[src/rtl/mc_ctrl_pkg.sv]
// Shared types and constants for the multicycle RV32I control FSM.
// The state encoding, opcodes, mux selects and opcode-to-state dispatch all live here.
package mc_ctrl_pkg;

  typedef enum logic [3:0] {
    S_FETCH    = 4'd0,
    S_DECODE   = 4'd1,
    S_MEMADR   = 4'd2,
    S_MEMREAD  = 4'd3,
    S_MEMWB    = 4'd4,
    S_MEMWRITE = 4'd5,
    S_EXE_R    = 4'd6,
    S_EXE_I    = 4'd7,
    S_EXE_LUI  = 4'd8,
    S_JAL      = 4'd9,
    S_EXE_JALR = 4'd10,
    S_JALR_PC  = 4'd11,
    S_ALUWB    = 4'd12,
    S_BEQ      = 4'd13,
    S_TRAP     = 4'd14
  } state_t;

  localparam logic [6:0] OP_LW    = 7'b0000011;
  localparam logic [6:0] OP_SW    = 7'b0100011;
  localparam logic [6:0] OP_R     = 7'b0110011;
  localparam logic [6:0] OP_I     = 7'b0010011;
  localparam logic [6:0] OP_JAL   = 7'b1101111;
  localparam logic [6:0] OP_BEQ   = 7'b1100011;
  localparam logic [6:0] OP_JALR  = 7'b1100111;
  localparam logic [6:0] OP_LUI   = 7'b0110111;
  localparam logic [6:0] OP_AUIPC = 7'b0010111;

  localparam logic [1:0] SRCA_PC    = 2'b00;
  localparam logic [1:0] SRCA_OLDPC = 2'b01;
  localparam logic [1:0] SRCA_RS1   = 2'b10;
  localparam logic [1:0] SRCA_ZERO  = 2'b11;

  localparam logic [1:0] SRCB_RS2  = 2'b00;
  localparam logic [1:0] SRCB_IMM  = 2'b01;
  localparam logic [1:0] SRCB_FOUR = 2'b10;

  localparam logic [1:0] RES_ALUOUT    = 2'b00;
  localparam logic [1:0] RES_DATA      = 2'b01;
  localparam logic [1:0] RES_ALURESULT = 2'b10;

  localparam logic [1:0] ALUOP_ADD    = 2'b00;
  localparam logic [1:0] ALUOP_BRANCH = 2'b01;
  localparam logic [1:0] ALUOP_FUNCT  = 2'b10;

  // auipc skips an execute state: DECODE already computed OldPC+imm into ALUOut.
  function automatic state_t decode_next(input logic [6:0] op);
    case (op)
      OP_LW, OP_SW: return S_MEMADR;
      OP_R:         return S_EXE_R;
      OP_I:         return S_EXE_I;
      OP_JAL:       return S_JAL;
      OP_BEQ:       return S_BEQ;
      OP_JALR:      return S_EXE_JALR;
      OP_LUI:       return S_EXE_LUI;
      OP_AUIPC:     return S_ALUWB;
      default:      return S_TRAP;
    endcase
  endfunction

endpackage

[src/rtl/mc_ctrl_if.sv]
// Control bundle between the FSM and the datapath/memory: opcode and memory
// handshake in, mux selects and write strobes out.
interface mc_ctrl_if;
  logic [6:0] op;
  logic       mem_ready;
  logic       mem_req;
  logic [1:0] ALUSrcA;
  logic [1:0] ALUSrcB;
  logic [1:0] ResultSrc;
  logic [1:0] ALUOp;
  logic       AdrSrc;
  logic       PCUpdate;
  logic       Branch;
  logic       IRWrite;
  logic       RegWrite;
  logic       MemWrite;
  logic       illegal;

  modport master (
    input  op, mem_ready,
    output mem_req, ALUSrcA, ALUSrcB, ResultSrc, ALUOp, AdrSrc,
           PCUpdate, Branch, IRWrite, RegWrite, MemWrite, illegal
  );

  modport slave (
    output op, mem_ready,
    input  mem_req, ALUSrcA, ALUSrcB, ResultSrc, ALUOp, AdrSrc,
           PCUpdate, Branch, IRWrite, RegWrite, MemWrite, illegal
  );
endinterface

[src/rtl/mc_instret_ctr.sv]
// Retired-instruction counter: synchronous clear, +1 on inc, wraps at 2^CNT_W.
module mc_instret_ctr #(
  parameter int CNT_W = 32
) (
  input  logic             clk,
  input  logic             reset,
  input  logic             inc,
  output logic [CNT_W-1:0] count
);
  logic [CNT_W-1:0] count_q, count_d;

  always_comb begin
    count_d = count_q;
    if (reset)
      count_d = '0;
    else if (inc)
      count_d = count_q + {{(CNT_W-1){1'b0}}, 1'b1};
  end

  always_ff @(posedge clk) begin
    count_q <= count_d;
  end

  assign count = count_q;
endmodule

[src/rtl/mc_ctrl_fsm.sv]
// Main Moore control FSM of the multicycle RV32I core with memory stalls,
// lui/auipc/jalr, illegal-opcode trap and an instret counter.
module mc_ctrl_fsm
  import mc_ctrl_pkg::*;
#(
  parameter bit MEM_HANDSHAKE = 1'b1,
  parameter bit TRAP_HALT     = 1'b0,
  parameter int CNT_W         = 32
) (
  input  logic             clk,
  input  logic             reset,
  mc_ctrl_if.master        bus,
  output logic [CNT_W-1:0] instret
);
  state_t state_q, state_d;
  logic   rdy;
  logic   retire;

  // Without the handshake the memory is assumed to answer in one cycle.
  assign rdy = bus.mem_ready | ~MEM_HANDSHAKE;

  always_ff @(posedge clk) begin
    state_q <= state_d;
  end

  always_comb begin
    state_d = state_q;
    retire  = 1'b0;
    if (reset) begin
      state_d = S_FETCH;
    end else begin
      case (state_q)
        S_FETCH:    if (rdy) state_d = S_DECODE;
        S_DECODE:   state_d = decode_next(bus.op);
        S_MEMADR:   state_d = (bus.op == OP_LW) ? S_MEMREAD : S_MEMWRITE;
        S_MEMREAD:  if (rdy) state_d = S_MEMWB;
        S_MEMWB:    begin state_d = S_FETCH; retire = 1'b1; end
        S_MEMWRITE: if (rdy) begin state_d = S_FETCH; retire = 1'b1; end
        S_EXE_R, S_EXE_I, S_EXE_LUI, S_JAL, S_JALR_PC:
                    state_d = S_ALUWB;
        S_EXE_JALR: state_d = S_JALR_PC;
        S_ALUWB:    begin state_d = S_FETCH; retire = 1'b1; end
        S_BEQ:      begin state_d = S_FETCH; retire = 1'b1; end
        S_TRAP:     state_d = TRAP_HALT ? S_TRAP : S_FETCH;
        default:    state_d = S_FETCH;
      endcase
    end
  end

  always_comb begin
    bus.mem_req   = 1'b0;
    bus.ALUSrcA   = SRCA_PC;
    bus.ALUSrcB   = SRCB_RS2;
    bus.ResultSrc = RES_ALUOUT;
    bus.ALUOp     = ALUOP_ADD;
    bus.AdrSrc    = 1'b0;
    bus.PCUpdate  = 1'b0;
    bus.Branch    = 1'b0;
    bus.IRWrite   = 1'b0;
    bus.RegWrite  = 1'b0;
    bus.MemWrite  = 1'b0;
    bus.illegal   = 1'b0;
    case (state_q)
      S_FETCH: begin
        bus.mem_req   = 1'b1;
        bus.ALUSrcB   = SRCB_FOUR;
        bus.ResultSrc = RES_ALURESULT;
        bus.IRWrite   = rdy;
        bus.PCUpdate  = rdy;
      end
      S_DECODE: begin
        bus.ALUSrcA = SRCA_OLDPC;
        bus.ALUSrcB = SRCB_IMM;
      end
      S_MEMADR, S_EXE_JALR: begin
        bus.ALUSrcA = SRCA_RS1;
        bus.ALUSrcB = SRCB_IMM;
      end
      S_MEMREAD: begin
        bus.mem_req = 1'b1;
        bus.AdrSrc  = 1'b1;
      end
      S_MEMWB: begin
        bus.ResultSrc = RES_DATA;
        bus.RegWrite  = 1'b1;
      end
      // The store is committed only in the cycle the memory accepts it.
      S_MEMWRITE: begin
        bus.mem_req  = 1'b1;
        bus.AdrSrc   = 1'b1;
        bus.MemWrite = rdy;
      end
      S_EXE_R: begin
        bus.ALUSrcA = SRCA_RS1;
        bus.ALUSrcB = SRCB_RS2;
        bus.ALUOp   = ALUOP_FUNCT;
      end
      S_EXE_I: begin
        bus.ALUSrcA = SRCA_RS1;
        bus.ALUSrcB = SRCB_IMM;
        bus.ALUOp   = ALUOP_FUNCT;
      end
      S_EXE_LUI: begin
        bus.ALUSrcA = SRCA_ZERO;
        bus.ALUSrcB = SRCB_IMM;
      end
      S_JAL, S_JALR_PC: begin
        bus.ALUSrcA   = SRCA_OLDPC;
        bus.ALUSrcB   = SRCB_FOUR;
        bus.ResultSrc = RES_ALUOUT;
        bus.PCUpdate  = 1'b1;
      end
      S_ALUWB: begin
        bus.ResultSrc = RES_ALUOUT;
        bus.RegWrite  = 1'b1;
      end
      S_BEQ: begin
        bus.ALUSrcA = SRCA_RS1;
        bus.ALUSrcB = SRCB_RS2;
        bus.ALUOp   = ALUOP_BRANCH;
        bus.Branch  = 1'b1;
      end
      S_TRAP: bus.illegal = 1'b1;
      default: ;
    endcase
    if (reset) begin
      bus.mem_req  = 1'b0;
      bus.PCUpdate = 1'b0;
      bus.Branch   = 1'b0;
      bus.IRWrite  = 1'b0;
      bus.RegWrite = 1'b0;
      bus.MemWrite = 1'b0;
      bus.illegal  = 1'b0;
    end
  end

  mc_instret_ctr #(.CNT_W(CNT_W)) u_instret (
    .clk   (clk),
    .reset (reset),
    .inc   (retire),
    .count (instret)
  );
endmodule

[src/flat_wrapper.sv]
// flat-port wrapper written by rule: the top's interface ports become plain ports
module mc_ctrl_fsm_flat import mc_ctrl_pkg::*;
#(
  parameter bit MEM_HANDSHAKE = 1'b1,
  parameter bit TRAP_HALT     = 1'b0,
  parameter int CNT_W         = 32
)
  (clk, reset, instret, bus_op, bus_mem_ready, bus_mem_req, bus_ALUSrcA, bus_ALUSrcB, bus_ResultSrc, bus_ALUOp, bus_AdrSrc, bus_PCUpdate, bus_Branch, bus_IRWrite, bus_RegWrite, bus_MemWrite, bus_illegal);
  mc_ctrl_if bus_i ();
  input  logic clk;
  input  logic reset;
  output logic [CNT_W-1:0] instret;
  input wire logic [$bits(bus_i.op)-1:0] bus_op;
  input wire logic [$bits(bus_i.mem_ready)-1:0] bus_mem_ready;
  output wire logic [$bits(bus_i.mem_req)-1:0] bus_mem_req;
  output wire logic [$bits(bus_i.ALUSrcA)-1:0] bus_ALUSrcA;
  output wire logic [$bits(bus_i.ALUSrcB)-1:0] bus_ALUSrcB;
  output wire logic [$bits(bus_i.ResultSrc)-1:0] bus_ResultSrc;
  output wire logic [$bits(bus_i.ALUOp)-1:0] bus_ALUOp;
  output wire logic [$bits(bus_i.AdrSrc)-1:0] bus_AdrSrc;
  output wire logic [$bits(bus_i.PCUpdate)-1:0] bus_PCUpdate;
  output wire logic [$bits(bus_i.Branch)-1:0] bus_Branch;
  output wire logic [$bits(bus_i.IRWrite)-1:0] bus_IRWrite;
  output wire logic [$bits(bus_i.RegWrite)-1:0] bus_RegWrite;
  output wire logic [$bits(bus_i.MemWrite)-1:0] bus_MemWrite;
  output wire logic [$bits(bus_i.illegal)-1:0] bus_illegal;
  assign bus_i.op = bus_op;
  assign bus_i.mem_ready = bus_mem_ready;
  assign bus_mem_req = bus_i.mem_req;
  assign bus_ALUSrcA = bus_i.ALUSrcA;
  assign bus_ALUSrcB = bus_i.ALUSrcB;
  assign bus_ResultSrc = bus_i.ResultSrc;
  assign bus_ALUOp = bus_i.ALUOp;
  assign bus_AdrSrc = bus_i.AdrSrc;
  assign bus_PCUpdate = bus_i.PCUpdate;
  assign bus_Branch = bus_i.Branch;
  assign bus_IRWrite = bus_i.IRWrite;
  assign bus_RegWrite = bus_i.RegWrite;
  assign bus_MemWrite = bus_i.MemWrite;
  assign bus_illegal = bus_i.illegal;
  mc_ctrl_fsm #(.MEM_HANDSHAKE(MEM_HANDSHAKE), .TRAP_HALT(TRAP_HALT), .CNT_W(CNT_W)) u_core (.clk(clk), .reset(reset), .bus(bus_i), .instret(instret));
endmodule
[config.mk]
export PLATFORM = sky130hd
export DESIGN_NAME = mc_ctrl_fsm_flat
export DESIGN_NICKNAME = d
export VERILOG_FILES = /design/src/rtl/mc_ctrl_pkg.sv /design/src/rtl/mc_ctrl_if.sv /design/src/rtl/mc_instret_ctr.sv /design/src/rtl/mc_ctrl_fsm.sv /design/src/flat_wrapper.sv
export SDC_FILE = /design/constraint.sdc
export NUM_CORES = 1
export LEC_CHECK = 0
export ABC_AREA = 1
export BUFFER_PORTS_ARGS = -buffer_cell sky130_fd_sc_hd__buf_2
export CAP_MARGIN = 20
export CORE_MARGIN = 2
export CORE_UTILIZATION = 50
export CTS_CLUSTER_SIZE = 20
export DETAILED_ROUTE_END_ITERATION = 8
export GPL_TIMING_DRIVEN = 0
export PLACE_DENSITY = 0.73
export RECOVER_POWER = 25
export SKIP_CTS_REPAIR_TIMING = 1
export SLEW_MARGIN = 25
export SYNTH_ARGS = -nofsm -noshare
export SYNTH_HDL_FRONTEND = slang
export SYNTH_SLANG_ARGS = --single-unit
[constraint.sdc]
create_clock -name clk -period 1.95 [get_ports clk]
set_input_delay 0.195 -clock clk [delete_from_list [all_inputs] [get_ports clk]]
set_output_delay 0.195 -clock clk [all_outputs]
set_load 0.005 [all_outputs]
# Word-level counts from Yosys, hierarchy flattened
# Index checks and enable logic that the tools add are counted.
# totals
register_bits	36
input_bits	10
output_inout_bits	48
wordCells	71
# op_classes
add_sub_neg	1
eq_ne	26
mux	28
n_reduce_logical	14
# op_table
op	count
adder 32 x 1 -> 32 bit (second input constant)	1
one-hot mux 4 bit (8 select lines)	1
equality test 4 bit (second input constant)	7
one-hot mux 4 bit (7 select lines)	1
equality test 7 x 6 -> 1 bit (second input constant)	3
equality test 7 bit (second input constant)	3
equality test 4 x 3 -> 1 bit (second input constant)	4
two-way mux 1 bit	16
OR reduction 5 bit	3
equality test 7 x 5 -> 1 bit (second input constant)	2
two-way mux 4 bit	3
one-hot mux 2 bit (2 select lines)	3
OR reduction 3 bit	4
OR reduction 2 bit	5
equality test 4 x 2 -> 1 bit (second input constant)	2
equality test 7 x 2 -> 1 bit (second input constant)	1
inequality test 2 bit (second input constant)	3
one-hot mux 2 bit (3 select lines)	1
equality test 4 x 1 -> 1 bit (second input constant)	1
zero test 4 bit	1
one-hot mux 1 bit (2 select lines)	2
two-way mux 3 bit	1
AND reduction 3 bit	1

# Depth between registers and ports, before layout
# logic_depth
ltp_word	4
ltp_mapped	11
mapped_depth_nobuf	11

# Cells and area by module
# Synthesis repeated with hierarchy kept, for this count alone.
# unflattened
cells_unflattened	383
hier_area_um2	2407.3
# modules_own_cells
mod	n_inst	cells_per_inst	area_per_inst_um2
mc_instret_ctr	1	263	1793.0
mc_ctrl_fsm	1	120	614.3

# Worst setup path before layout
# OpenSTA, ideal clock, no wires.
# synth_path
path_kind	register -> register
startpoint	register u_core.u_instret.count_q[0] (netlist: u_core.u_instret.count[0])
endpoint	register u_core.u_instret.count_q[18] (netlist: u_core.u_instret.count[18])
setup_time_ps	128
arrival_time_ps	1401
required_ps	1822
path_slack_ps	422
stages_incl_launch_ff	10
n_path_buf	0
synth_period_minus_slack_ps	1528
cell_sequence	dfxtp_1 ha_1 nand3_1 nor2_1 nand2_1 nor2_1 nand2_1 nor2_2 xnor2_1 nor2_1
# synth_between
elab_chain_cells	1
# synth_rtl
element	line_no	source
start: declaration	mc_instret_ctr.sv:10	logic [CNT_W-1:0] count_q, count_d;
start signal: assignment	mc_instret_ctr.sv:21	count_q <= count_d;
adder 32 x 1 -> 32 bit	mc_instret_ctr.sv:17	count_d = count_q + {{(CNT_W-1){1'b0}}, 1'b1};
# Every way passes these cells.
# A chain may end at the register's enable or synchronous reset.

# Final worst setup path
# layout_path
startpoint	register u_core.state_q[2]
endpoint	output bus_mem_req
# layout_between
elab_chain_cells	4
elab_cells_between_ends	6
# layout_rtl
element	line_no	source
start: declaration	mc_ctrl_fsm.sv:15	state_t state_q, state_d;
start signal: assignment	mc_ctrl_fsm.sv:23	state_q <= state_d;
equality test 4 x 2 -> 1 bit (tied with other cells)	mc_ctrl_fsm.sv:63	case (state_q)
OR reduction 3 bit (no line) (*)	n/a	
two-way mux 1 bit (*)	mc_ctrl_fsm.sv:63	
two-way mux 1 bit (*)	mc_ctrl_fsm.sv:126	if (reset) begin
end: declaration	flat_wrapper.sv:15	output wire logic [$bits(bus_i.mem_req)-1:0] bus_mem_req;
# Mark *: on every way between the ends. The rest lies on a longest branch, timed or not.

==> run metrics <==
slowest stage cell, crit path dfxtp_1; peak supply drop 629 µV; CTS Buf Count 5; Die Area 0.00543 mm²; post-synthesis cell area 0.00243 mm²; Site Rows 25; Port Buf Inserts 57; Synth top cells by count nand2_1, nor2_1, dfxtp_1; syn_nets 438; Cells after DPL 538; Pins Over Slew Limit 0; WP data required 1.75 ns; Setup crit end kind output port; power density cells 777 mW/mm²; status finished, final reports clean; worst path buffer plus inverter count 3; Layout Area Growth over Synthesis 19.2%; die height 73.7 µm; hold crit path type input pin to register; clock period minus final worst setup slack 1.80 ns; DRT iter0 DRCs 143; worst path arrival time 1.61 ns; sequential area share after synthesis 0.297; Post-Place Worst Slack 0.0386 ns; post-synth top area cell dfxtp_1; end point of the critical path bus_mem_req; stages on the worst setup path 8; Worst Setup Path Type register to output port; cell count after synthesis 427; clock sink count 36; initial antenna violation count 0; endpoints failing setup 0; Max-slew headroom 0.603; setup TNS 0 ns; delay-heaviest family, CP flip-flops; final hold violations 0; WL final 6.82 mm; Mean Syn Cell Area 5.69 µm²; largest net degree at the start of global routing 12; FF+latch count, synth 36; final worst slack 0.146 ns; CP Cell Sequence inv_1, nand2_1, nor2_1, inv_1, o21ai_0, nor2_1, nor2_1, buf_2; RSZ-0062 raised after global routing no; Max Root-Sink Buffers 2; Yosys top cell area share 0.297; number of enable flip-flop cells after synthesis 0; Avg WL per Cell 12.5 µm; most frequent cell after synthesis nand2_1; max incr delay on CP 0.44 ns; first-pass GRT wire length 11.4 mm; Cell variety after synth 30; Leak Pwr 1.19 nW; CTS tree built; FF-to-FF Start u_core.u_instret.count[0]; Ys Warns 0; core area 0.00469 mm²; layout cell share with drive strength beyond 1 0.146; r2r worst-path depth 9; worst slew pin tran 0.595 ns; clock latency on the worst-skew pair 0.29 ns; clock root cell clkbuf_8; H-tree depth 2; Primary FF master, synth dfxtp_1; Via density 5.28; starting density of the core 0.518; CTS clk-pin slew, worst paths 0.06 ns; Finished Layout Cells 546; Power Total 2.25 mW; vias in the first global route 2566; io pins 58; GPL Wtd Cong 0.951; antenna diode count 0; post-route clock period utilization 0.925; Crit Path Max Fanout 6; antenna-violating nets left 0; crit path launch u_core.state_q[2]; CP dominant cell by count nor2_1; reg-to-reg endpoint u_core.u_instret.count[18]; Die X 73.7 µm; FMAX 554 MHz; max cap viols 0; via count 2882; detailed placement HPWL 5.38 mm; drc violations 0; Final nets 502; global-route congestion overflow total 0; Total GRT Usage 0.268; CP Launch Type register; FF-to-FF setup slack 0.22 ns; Pre-Repair DR Iteration Count 4; asr flop ratio synth 0; Synth area leaders dfxtp_1, nand2_1, nor2_1, inv_1, a21oi_1; Worst Skew 0.00963 ns
state kept, by name (all words and copies together), names as in the netlist:
name                    cells
u_core.state_q              4
u_core.u_instret.count     32
how the worst min path moves through the flow:
stage | endpoint | slack (ns) | cells after the start | startpoint
finish | u_core.state_q[0] | 0.21 | 4 | bus_mem_ready
global route | u_core.state_q[0] | 0.22 | 4 | bus_mem_ready
CTS | u_core.state_q[0] | 0.20 | 4 | bus_mem_ready
detailed placement | u_core.u_instret.count[1] | 0.50 | 2 | u_core.u_instret.count[1]
global placement | u_core.u_instret.count[31] | 0.48 | 2 | u_core.u_instret.count[31]
floorplan | u_core.state_q[0] | 0.36 | 3 | bus_mem_ready
cell families (layout without fill, tap and decap cells):
logic type,after synthesis,after routing,share of synthesized area
xor gates and xnor gates,9,9,0.0324
DFF,36,36,0.297
adders and majority gates,1,1,0.00515
buffers and inverters,44,109,0.0736
AOI/OAI and AO/OA,47,47,0.108
and+or+nand+nor,290,290,0.484
tightest hold or removal path: cells and delay by family:
family / cells / cell delay [ns]
buffers and inverters: 1 / 0.11
AND/OR/NAND/NOR: 3 / 0.15
power by group:
part | total [mW] | leakage [nW] | switching, mW | internal [mW]
combinational | 0.767 | 0.842 | 0.485 | 0.281
sequential | 0.834 | 0.291 | 0.0578 | 0.776
clock | 0.651 | 0.0552 | 0.272 | 0.379
total | 2.25 | 1.19 | 0.815 | 1.44
final cells by class:
| type | count | area [µm²] |
|---|---|---|
| multi-input cells | 347 | 1550 |
| plain buffers | 8 | 43.8 |
| well taps | 54 | 67.6 |
| clock inverters | 2 | 35.0 |
| fillers | 482 | 1800 |
| inverters | 36 | 135 |
| repair buffers | 57 | 273 |
| flip-flops and latches | 36 | 722 |
| clock buffers | 6 | 72.6 |
layout by cell type (no fill, tap or decap), types with 2 or more instances in the layout:
cell type,n
xnor2_1,2
nor3_1,8
nand3b_1,8
nand2_1,159
inv_2,2
clkbuf_1,14
nand3_1,17
a31oi_1,4
dfxtp_1,35
o21a_1,2
nor2_1,85
nand2_2,3
buf_2,49
xor2_1,7
nand4_1,2
inv_1,34
nor2_2,3
and3_1,2
clkbuf_8,5
o21ai_1,2
a21oi_1,22
o21ai_0,12
stage by stage:
step | utilization | hold slack [ns] | area (µm²)
after detailed placement | 0.593 | 0.496 | 2780
final | 0.617 | 0.212 | 2900
after CTS | 0.616 | 0.203 | 2890
after global placement | 0.593 | 0.476 | 2780
after floorplan | - | 0.359 | 2430
after global routing | 0.617 | 0.217 | 2900
routing by layer:
metal | GRT usage | wire, µm | up-vias
li1 | - | - | 1476
met1 | 0.354 | 3120 | 1304
met2 | 0.445 | 3200 | 94
met3 | 0.0439 | 421 | 8
met4 | 0.0808 | 72 | 0
met5 | 0 | 0 | -
No activity file was read; power rests on OpenSTA's default activity.
